### config.mk
export PLATFORM = sky130hd
export DESIGN_NAME = frequency_gate_controller
export DESIGN_NICKNAME = d
export VERILOG_FILES = /design/src/rtl/frequency_gate_controller.sv
export SDC_FILE = /design/constraint.sdc
export NUM_CORES = 1
export LEC_CHECK = 0
export BUFFER_PORTS_ARGS = -buffer_cell sky130_fd_sc_hd__buf_2
export CAP_MARGIN = 20
export CORE_ASPECT_RATIO = 0.6
export CORE_UTILIZATION = 36
export CTS_CLUSTER_SIZE = 40
export DETAILED_ROUTE_END_ITERATION = 16
export GPL_TIMING_DRIVEN = 0
export PLACE_DENSITY = 0.53
export SLEW_MARGIN = 20
export SYNTH_ARGS = -nofsm -noshare
export SYNTH_HDL_FRONTEND = slang
export SYNTH_SLANG_ARGS = --single-unit
### constraint.sdc
create_clock -name Clock -period 5.3 [get_ports Clock]
set_input_delay 1.06 -clock Clock [delete_from_list [all_inputs] [get_ports Clock]]
set_output_delay 1.06 -clock Clock [all_outputs]
set_load 0.03 [all_outputs]
### src/rtl/frequency_gate_controller.sv
// -----------------------------------------------------------------------------
// frequency_gate_controller
//
// Sequences an external edge counter to measure a signal frequency. The
// counter is cleared and then gated for 1 s, 100 ms or 10 ms. The count is
// scaled to Hz and handed downstream with a valid/ready handshake.
// Autoranging works in both directions:
//   - A counter overflow moves to a shorter gate and re-measures without
//     publishing.
//   - A small count moves the next measurement to a longer gate.
//
// Parameters
//   CLOCK_HZ      : clock frequency in Hz (multiple of 100, >= 100)
//   COUNT_BITS    : width of the external counter value (<= 32)
//   SETTLE_CYCLES : idle cycles after the gate closes (>= 1), covering the
//                   input synchronizer depth of the external counter
//   LOW_COUNT     : a published count below this selects a longer next gate
//
// Ports
//   Clock             : clock, rising edge
//   Reset             : synchronous active-high reset
//   Enable_i          : continuous-measurement request
//   CounterClear_o    : clears the external counter (one cycle)
//   CounterEnable_o   : gate, the external counter counts while high
//   CounterValue_i    : external counter value
//   CounterOverflow_i : external counter saturated (sticky until clear)
//   Result_o          : measured frequency in Hz
//   Range_o           : gate used for Result_o (0 = 1 s, 1 = 100 ms, 2 = 10 ms)
//   Overrange_o       : input frequency beyond the measurable range
//   Valid_o           : Result_o / Range_o / Overrange_o valid
//   Ready_i           : downstream accepts the result
//   Busy_o            : high whenever the FSM is not idle
// -----------------------------------------------------------------------------
module frequency_gate_controller #(
  parameter int CLOCK_HZ      = 25_000_000,
  parameter int COUNT_BITS    = 24,
  parameter int SETTLE_CYCLES = 3,
  parameter int LOW_COUNT     = 1000
) (
  input  logic                  Clock,
  input  logic                  Reset,
  input  logic                  Enable_i,
  output logic                  CounterClear_o,
  output logic                  CounterEnable_o,
  input  logic [COUNT_BITS-1:0] CounterValue_i,
  input  logic                  CounterOverflow_i,
  output logic [31:0]           Result_o,
  output logic [1:0]            Range_o,
  output logic                  Overrange_o,
  output logic                  Valid_o,
  input  logic                  Ready_i,
  output logic                  Busy_o
);

  // The gate timer counts down from G-1 to 0, so CLOCK_HZ-1 must fit.
  localparam int GATE_W   = $clog2(CLOCK_HZ);
  localparam int SETTLE_W = (SETTLE_CYCLES > 1) ? $clog2(SETTLE_CYCLES) : 1;

  localparam logic [GATE_W-1:0]   GATE_LAST_1S    = GATE_W'(CLOCK_HZ - 1);
  localparam logic [GATE_W-1:0]   GATE_LAST_100MS = GATE_W'(CLOCK_HZ / 10 - 1);
  localparam logic [GATE_W-1:0]   GATE_LAST_10MS  = GATE_W'(CLOCK_HZ / 100 - 1);
  localparam logic [SETTLE_W-1:0] SETTLE_LAST     =
    SETTLE_W'((SETTLE_CYCLES > 0) ? SETTLE_CYCLES - 1 : 0);
  localparam logic [31:0]         LOW_COUNT_32    = 32'(LOW_COUNT);

  typedef enum logic [2:0] {
    IDLE,
    CLEAR,
    GATE,
    SETTLE,
    LATCH,
    PUBLISH
  } state_t;

  state_t                state_q, state_d;
  logic [GATE_W-1:0]     gate_timer_q;
  logic [SETTLE_W-1:0]   settle_timer_q;
  logic [1:0]            range_q;
  logic [COUNT_BITS-1:0] count_q;
  logic [31:0]           result_q;
  logic                  overrange_q;
  logic [31:0]           scaled_value;
  logic                  overflow_retry;

  function automatic logic [GATE_W-1:0] gate_last(input logic [1:0] range);
    case (range)
      2'd0:    gate_last = GATE_LAST_1S;
      2'd1:    gate_last = GATE_LAST_100MS;
      default: gate_last = GATE_LAST_10MS;
    endcase
  endfunction

  // Next state, outputs and datapath helpers.
  // NOTE: every signal gets a default before the case so that no path leaves
  // it unassigned; an unassigned path in always_comb would infer a latch.
  always_comb begin
    state_d         = state_q;
    CounterClear_o  = 1'b0;
    CounterEnable_o = 1'b0;
    Valid_o         = 1'b0;
    Busy_o          = (state_q != IDLE);
    overflow_retry  = CounterOverflow_i && (range_q < 2'd2);

    case (range_q)
      2'd0:    scaled_value = 32'(CounterValue_i);
      2'd1:    scaled_value = 32'(CounterValue_i) * 32'd10;
      default: scaled_value = 32'(CounterValue_i) * 32'd100;
    endcase

    case (state_q)
      IDLE: begin
        if (Enable_i) state_d = CLEAR;
      end
      CLEAR: begin
        CounterClear_o = 1'b1;
        state_d        = GATE;
      end
      GATE: begin
        CounterEnable_o = 1'b1;
        if (gate_timer_q == '0) state_d = SETTLE;
      end
      SETTLE: begin
        if (settle_timer_q == '0) state_d = LATCH;
      end
      LATCH: begin
        // An overflow at a longer gate retries at the next shorter gate.
        state_d = overflow_retry ? CLEAR : PUBLISH;
      end
      PUBLISH: begin
        Valid_o = 1'b1;
        if (Ready_i) state_d = Enable_i ? CLEAR : IDLE;
      end
      default: state_d = IDLE;
    endcase
  end

  assign Result_o    = result_q;
  assign Range_o     = range_q;
  assign Overrange_o = overrange_q;

  // NOTE: all state here is written with non-blocking assignments so every
  // register samples the values from before the edge, whatever the order of
  // the statements.
  always_ff @(posedge Clock) begin
    if (Reset) begin
      // NOTE: every register, including the published result, is reset, so a
      // pending result is discarded and all outputs read 0 after reset.
      state_q        <= IDLE;
      gate_timer_q   <= '0;
      settle_timer_q <= '0;
      range_q        <= 2'd0;
      count_q        <= '0;
      result_q       <= '0;
      overrange_q    <= 1'b0;
    end else begin
      state_q <= state_d;
      case (state_q)
        CLEAR: gate_timer_q <= gate_last(range_q);
        GATE: begin
          // The timer holds at zero instead of wrapping.
          if (gate_timer_q != '0) gate_timer_q <= gate_timer_q - GATE_W'(1);
          else                    settle_timer_q <= SETTLE_LAST;
        end
        SETTLE: begin
          if (settle_timer_q != '0) settle_timer_q <= settle_timer_q - SETTLE_W'(1);
        end
        LATCH: begin
          if (overflow_retry) begin
            range_q <= range_q + 2'd1;
          end else if (CounterOverflow_i) begin
            // A saturated count never asks for a longer gate.
            count_q     <= '1;
            result_q    <= 32'hFFFF_FFFF;
            overrange_q <= 1'b1;
          end else begin
            count_q     <= CounterValue_i;
            result_q    <= scaled_value;
            overrange_q <= 1'b0;
          end
        end
        PUBLISH: begin
          if (Ready_i && (32'(count_q) < LOW_COUNT_32) && (range_q != 2'd0))
            range_q <= range_q - 2'd1;
        end
        default: ;
      endcase
    end
  end

endmodule

-- Word-level counts from Yosys, hierarchy flattened
Cells that the tools add are included.
- output and inout bits: 39
- input bits: 29
- word-level logic and storage cells: 73
- flip-flop bits (word level): 89
- bitwise logic cells: 1
- reductions and logical operators: 19
- $mul: 2
- $add $sub $neg: 4
- $lt $le $gt $ge: 2
- equal/unequal tests: 15
- multiplexer cells: 23
- operator list (operator ; number):
    $pmux W25 S2 ; 2
    $pmux W31 S2 ; 1
    $mux W32 ; 1
    $mul A24 B5 Y29 const B ; 1
    $mul A24 B3 Y27 const B ; 1
    $logic_not A25 Y1 ; 1
    $mux W25 ; 1
    $reduce_bool A25 Y1 ; 1
    $sub A25 B1 Y25 const B ; 1
    $lt A24 B10 Y1 const B ; 1
    $mux W24 ; 1
    $ne A2 B2 Y1 const B ; 9
    $pmux W3 S6 ; 1
    $mux W3 ; 5
    $reduce_bool A2 Y1 ; 5
    $mux W2 ; 4
    $pmux W2 S2 ; 2
    $eq A3 B2 Y1 const B ; 2
    $eq A3 B3 Y1 const B ; 2
    $reduce_and A3 Y1 ; 2
    $mux W1 ; 5
    $logic_not A2 Y1 ; 2
    $reduce_and A2 Y1 ; 2
    $reduce_and A4 Y1 ; 1
    9 further kinds ; 12

-- Depth between registers and ports, before layout
Gate-level depths: netlist (run 1).
- word-level depth: 5
- gate-level depth with buffers: 14
- mapped depth without buffers: 14

-- Least setup slack after synthesis (run 1)
OpenSTA, ideal clock, no wires.
- path kind: input to register
- start point: in CounterValue_i[7]
- end point: reg result_q[30], in the netlist Result_o[30]
- buffers on the path: 0
- slack: 884 ps
- data arrival time: 4283 ps
- setup time: 134 ps
- cell stages on the path: 14
- required time: 5166 ps
- cells stage by stage: ha_1 -> ha_1 -> inv_1 -> fa_1 -> inv_1 -> ha_1 -> a2111oi_0 -> o21ai_0 -> a2111oi_2 -> o31ai_1 -> a31oi_1 -> nor2_1 -> a31oi_1 -> o221ai_1
- longest elaborated chain between the ends: 3
- RTL lines (what ; RTL line ; RTL):
    from (decl) ; 45 ; input logic [COUNT_BITS-1:0] CounterValue_i,
    $mul A24 B5 Y29 ; 107 ; default: scaled_value = 32'(CounterValue_i) * 32'd100;
    $pmux W31 S2 ; 104 ; case (range_q)
    $mux W32 ; 170 ; end else if (CounterOverflow_i) begin
    to (signal assigned) ; 177 ; result_q <= scaled_value;
    to (decl) ; 80 ; logic [31:0] result_q;
No other way between the ends.
A chain may end at the register's enable or synchronous reset.

-- Worst setup path after layout (run 1)
- start point: in CounterValue_i[8]
- end point: reg result_q[26], in the netlist Result_o[26]
- longest elaborated chain between the ends: 3
- elaborated cells between the ends (all ways): 4
- classes of those cells: 2 x mul; 2 x mux
- RTL lines (what ; RTL line):
    $mul A24 B5 Y29 / $mul A24 B3 Y27 (equally long branches) ; 107, 106
    $pmux W31 S2 (*) ; 104
    $mux W32 (*) ; 170
Mark *: on every way between the ends. The rest lies on a longest branch, timed or not.

==> results.sh, run 1 <==
export IMPL_route_detailed_drc=0
export IMPL_min_delay_start="settle_timer_q[0]"
export IMPL_grt_pass1_vias=6821
export IMPL_fp_dieArea_sq_um=22100
export IMPL_synth_most_common_cell="ha_1"
export IMPL_portBuffers=66
export IMPL_holdBufCountCts=0
export IMPL_syn_area_sq_um=7740
export IMPL_start_kind="input port"
export IMPL_synth_edff_count=0
export IMPL_ios=68
export IMPL_path_clk_slew_ps=70
export IMPL_synth_seq_cells=85
export IMPL_dieWidth_um=191
export IMPL_routed_wl_mm=24.7
export IMPL_slew_violations=0
export IMPL_crit_chain="buf_2 -> ha_1 -> ha_1 -> inv_1 -> fa_1 -> inv_1 -> ha_1 -> a2111oi_0 -> o21ai_0 -> a2111oi_4 -> o31ai_1 -> a31oi_1 -> xnor2_1 -> a21oi_1 -> o211ai_1"
export IMPL_ys_seq_area_frac=0.220
export IMPL_finalCritPeriodShare=0.926
export IMPL_viasPerCell=5.47
export IMPL_syn_to_final_growth_pct=13.2
export IMPL_hold_viol=0
export IMPL_syn_avg_cell_area_sq_um=7.90
export IMPL_startpoint="CounterValue_i[8]"
export IMPL_arrival_ps=5140
export IMPL_clock_fmax_mhz=204
export IMPL_hold_class="flip-flop to flip-flop"
export IMPL_cts_htree_levels=3
export IMPL_synthTopCellsByArea="dfxtp_1, ha_1, nor2_1, inv_1, a21oi_1"
export IMPL_dr_pass1_iters=7
export IMPL_top_usage_layer="met1"
export IMPL_crit_slowest_cell="a2111oi_4"
export IMPL_ys_flop_type="dfxtp_1"
export IMPL_status="finished clean"
export IMPL_rsz0062_at_grt="false"
export IMPL_path_class="input port to flip-flop"
export IMPL_synth_yosys_warnings=0
export IMPL_synth_largest_area_cell="dfxtp_1"
export IMPL_hpwl_mm=19.0
export IMPL_met3_usage=0.0339
export IMPL_leakage_nw=4.05
export IMPL_synth_commonest_cells="ha_1, nor2_1, inv_1, dfxtp_1, a21oi_1"
export IMPL_syn_nets=1154
export IMPL_grt_ovfl_total=0
export IMPL_post_route_util=0.417
export IMPL_cts_tree="built"
export IMPL_path_delay_family="compound AO/OA/AOI/OAI gates"
export IMPL_cts_buffers=9
export IMPL_vias=7320
export IMPL_worst_path_buf_inv=3
export IMPL_clk_latency_ps=350
export IMPL_max_cap_viol_count=0
export IMPL_r2r_start="gate_timer_q[0]"
export IMPL_cp_end_kind="flip-flop"
export IMPL_wl_per_cell_um=18.4
export IMPL_coreArea_sq_um=21000
export IMPL_die_h_um=116
export IMPL_antennaDiodeCount=0
export IMPL_syn_instance_count=979
export IMPL_design_area_sq_um=8760
export IMPL_antenna_found_initial=0
export IMPL_drtAntennaViolNets=0
export IMPL_postCtsResizedCells=0
export IMPL_cts_sinks=85
export IMPL_p_per_area_nw_per_um2=323
export IMPL_layout_min_cycle_time_ps=4910
export IMPL_grt_pass1_wl_mm=38.9
export IMPL_crit_fanout=7
export IMPL_place_area_sq_um=8420
export IMPL_synth_top_cell_area_share=0.220
export IMPL_hold_ws_ps=482
export IMPL_peakVddDrop_mv=0.134
export IMPL_slew_headroom=0.327
export IMPL_cp_common_cell="ha_1"
export IMPL_worstMarginPinSlew_ps=1010
export IMPL_finalSetupViolCount=0
export IMPL_fin_nets=1231
export IMPL_clk_path_buf_depth=2
export IMPL_post_cts_buffers=0
export IMPL_grt_usage=0.231
export IMPL_initial_utilization=0.368
export IMPL_drtIter0Drc=614
export IMPL_skew_ps=10.3
export IMPL_synthDistinctLibCells=71
export IMPL_grt_max_degree=14
export IMPL_async_flop_share=0
export IMPL_root_buffer="clkbuf_16"
export IMPL_gp_congestion=0.931
export IMPL_cpPeakStageDelay_ps=530
export IMPL_required_ps=5530
export IMPL_final_layout_size_suffix_gt1_frac=0.0981
export IMPL_use_met1=0.372
export IMPL_met2_usage=0.315
export IMPL_row_count=41
worst paths after layout:
check	to	slack [ps]	depth (start not counted)
min	settle_timer_q[0]	480	1
max	Result_o[26]	390	15
min reg2reg	settle_timer_q[0]	480	1
max reg2reg	gate_timer_q[8]	2200	10
placed cells by master (no fill, tap or decap), types with 9 or more instances in the layout:
master and n:
ha_1 126, nor2_1 120, inv_1 114, dfxtp_1 85, a21oi_1 81, buf_2 67, nand2_1 47, o21ai_0 45
nor3_1 31, clkbuf_1 29, xnor2_1 28, o22ai_1 24, fa_1 20, nand3_1 18, xor2_1 16, a21o_1 16
a211oi_1 14, a31oi_1 12, a221oi_1 11, nand2b_1 10, o21bai_1 10, clkbuf_16 9
kinds of logic after synthesis:
logic type	synth area share
compound gates	0.224
xor+xnor	0.0498
fa+ha+maj	0.255
buf+inv	0.0753
flops	0.220
mux	0.00146
simple gates	0.174
layout make-up:
type / count / area, sq um
plain buffers: 37 / 151
clock buffers: 11 / 233
clock inverters: 4 / 97.6
fillers: 2230 / 12300
inverters: 115 / 432
multi-input cells: 742 / 5470
flip-flops and latches: 85 / 1700
well taps: 279 / 349
repair buffers: 66 / 330
metal layers:
metal  vias to the layer above  wire length (um)
met1                      3433             13300
met3                        18              1680
met4                         0               186
li1                       3620                 -
met2                       249              9490
met5                         -                 0
where the power goes:
group	switching (mW)	total, mW	internal, mW
Clock	0.268	0.727	0.459
Combinational	0.833	1.34	0.508
Sequential	0.0610	0.758	0.697
Total	1.16	2.83	1.66
flip-flops by register name (all words and copies together), names as in the netlist:
name,cells
count_q,21
Result_o,32
gate_timer_q,25
state_q,3
settle_timer_q,2
Range_o,2
stage by stage:
step	std cells	setup slack [ps]	TNS, ps	total power [mW]
after floorplan	979	884	0	1.74
after global placement	1324	4.72	0	2.08
after detailed placement	1324	-17.9	-17.9	2.08
after CTS	1339	330	0	2.82
after global routing	1339	81.2	0	3.04
final	1339	390	0	2.83
Note: power is estimated with default switching activity, not from simulation.
==> run 2: changes to the inputs <==
--- a/config.mk
+++ b/config.mk
@@ -13,6 +13,7 @@
 export DETAILED_ROUTE_END_ITERATION = 16
 export GPL_TIMING_DRIVEN = 0
 export PLACE_DENSITY = 0.53
+export RECOVER_POWER = 50
 export SLEW_MARGIN = 20
 export SYNTH_ARGS = -nofsm -noshare
 export SYNTH_HDL_FRONTEND = slang
==> results.sh, run 2 (same netlist as run 1, synthesis figures left out) <==
export IMPL_cts_buffers=9
export IMPL_route_detailed_drc=0
export IMPL_crit_fanout=7
export IMPL_rsz0062_at_grt="false"
export IMPL_clk_latency_ps=350
export IMPL_worstMarginPinSlew_ps=1230
export IMPL_initial_utilization=0.368
export IMPL_worstRegToRegCells=10
export IMPL_wl_per_cell_um=18.5
export IMPL_cts_htree_levels=3
export IMPL_antenna_found_initial=0
export IMPL_p_per_area_nw_per_um2=324
export IMPL_skew_ps=9.45
export IMPL_grt_pass1_vias=6821
export IMPL_grt_max_degree=14
export IMPL_slew_headroom=0.173
export IMPL_setup_tns_ps=0
export IMPL_path_class="input port to flip-flop"
export IMPL_hold_ws_ps=483
export IMPL_post_cts_buffers=0
export IMPL_reg2reg_to="gate_timer_q[8]"
export IMPL_fin_nets=1231
export IMPL_grt_pass1_wl_mm=38.9
export IMPL_r2r_start="gate_timer_q[0]"
export IMPL_drtIter0Drc=548
export IMPL_dr_pass1_iters=7
export IMPL_max_cap_viol_count=0
export IMPL_clk_path_buf_depth=2
export IMPL_largest_reg_flops=32
export IMPL_leakage_nw=3.88
export IMPL_dieWidth_um=191
export IMPL_holdPathEnd="settle_timer_q[0]"
export IMPL_reg2reg_slack_ps=1360
export IMPL_coreArea_sq_um=21000
export IMPL_mostFrequentLayoutCell="ha_1"
export IMPL_grt_usage=0.231
export IMPL_ios=68
export IMPL_hold_class="flip-flop to flip-flop"
export IMPL_slew_violations=0
export IMPL_viasPerCell=5.47
export IMPL_fp_dieArea_sq_um=22100
export IMPL_crit_slowest_cell="a2111oi_4"
export IMPL_row_count=41
export IMPL_cpPeakStageDelay_ps=530
export IMPL_root_buffer="clkbuf_16"
export IMPL_start_kind="input port"
export IMPL_hold_path_cell_count=1
export IMPL_cts_tree="built"
export IMPL_hold_viol=0
export IMPL_cp_common_cell="ha_1"
export IMPL_vias=7326
export IMPL_finalCritPeriodShare=0.926
export IMPL_min_delay_start="settle_timer_q[0]"
export IMPL_syn_to_final_growth_pct=12.3
export IMPL_routed_wl_mm=24.8
export IMPL_path_clk_slew_ps=70
export IMPL_nFillCells=2262
export IMPL_hpwl_mm=19.0
export IMPL_final_cell_mix="ha_1, nor2_1, inv_1"
export IMPL_final_layout_size_suffix_gt1_frac=0.0604
export IMPL_required_ps=5530
export IMPL_startpoint="CounterValue_i[7]"
export IMPL_portBuffers=66
export IMPL_arrival_ps=5140
export IMPL_status="finished clean"
export IMPL_cts_sinks=85
export IMPL_peakVddDrop_mv=0.135
export IMPL_grt_ovfl_total=0
export IMPL_antennaDiodeCount=0
export IMPL_crit_chain="buf_2 -> ha_1 -> ha_1 -> inv_1 -> fa_1 -> inv_1 -> ha_1 -> a2111oi_0 -> o21ai_0 -> a2111oi_4 -> o31ai_1 -> a31oi_1 -> xnor2_1 -> a21oi_1 -> o211ai_1"
export IMPL_drtAntennaViolNets=0
export IMPL_gp_congestion=0.931
export IMPL_cp_end_kind="flip-flop"
export IMPL_finalSetupViolCount=0
export IMPL_clock_fmax_mhz=204
export IMPL_layout_min_cycle_time_ps=4910
export IMPL_die_h_um=116
==> run 2: cell types whose count changed in the layout (fill, tap and decap cells not counted), sizes merged <==
cell,delta
buf,-41
clkbuf,+41
==> run 2: per-stage QoR <==
step / util / instances / worst slack, ps / instance area, sq um / power, mW
after floorplan: - / 979 / 884 / 7740 / 1.74
after global placement: 0.400 / 1324 / 4.72 / 8420 / 2.08
after detailed placement: 0.400 / 1324 / -17.9 / 8420 / 2.08
after CTS: 0.416 / 1339 / 330 / 8750 / 2.82
after global routing: 0.413 / 1339 / 81.2 / 8690 / 3.03
final: 0.413 / 1339 / 391 / 8690 / 2.82
==> run 2: worst max path at each step <==
stage / end / slack, ps / depth (start not counted)
3_3_place_gp: Result_o[26] / 5 / 15
2_1_floorplan: Result_o[30] / 880 / 14
6_report: Result_o[26] / 390 / 15
4_1_cts: Result_o[26] / 330 / 15
5_1_grt: Result_o[30] / 80 / 15
3_5_place_dp: Result_o[26] / -20 / 15
==> run 2: layout make-up <==
type,instances,area (sq um),share of cell area
multi-input cells,742,5450,0.627
flip-flops and latches,85,1700,0.196
inverters,115,432,0.0497
well taps,279,349,0.0402
repair buffers,66,283,0.0325
clock buffers,11,233,0.0268
plain buffers,37,151,0.0174
clock inverters,4,97.6,0.0112
==> run 2: where the power goes <==
part / internal (mW) / switching [mW]
Clock: 0.459 / 0.272
Sequential: 0.697 / 0.0595
Combinational: 0.502 / 0.826
==> run 2: what timing repair did <==
| item | in CTS | in global routing |
|---|---|---|
| gates resized for setup | 0 | 1 |
| endpoints found under the hold margin | 0 | 0 |
| endpoints found under the setup margin | 0 | 3 |
| hold buffers | 0 | 0 |
==> run 2: layer usage <==
layer / wire length, um / track usage / share of wire
met5: 0 / 0 / 0
met1: 13300 / 0.372 / 0.54
met4: 222 / 0.0423 / 0.0090
met3: 1680 / 0.0339 / 0.068
met2: 9540 / 0.315 / 0.39
==> run 2: critical path, delay by kind of cell <==
family | cells | cell delay, ps
AO/OA/AOI/OAI | 7 | 2230
XOR/XNOR | 1 | 110
buffers and inverters | 3 | 260
adder cells (fa/ha/maj) | 4 | 1460
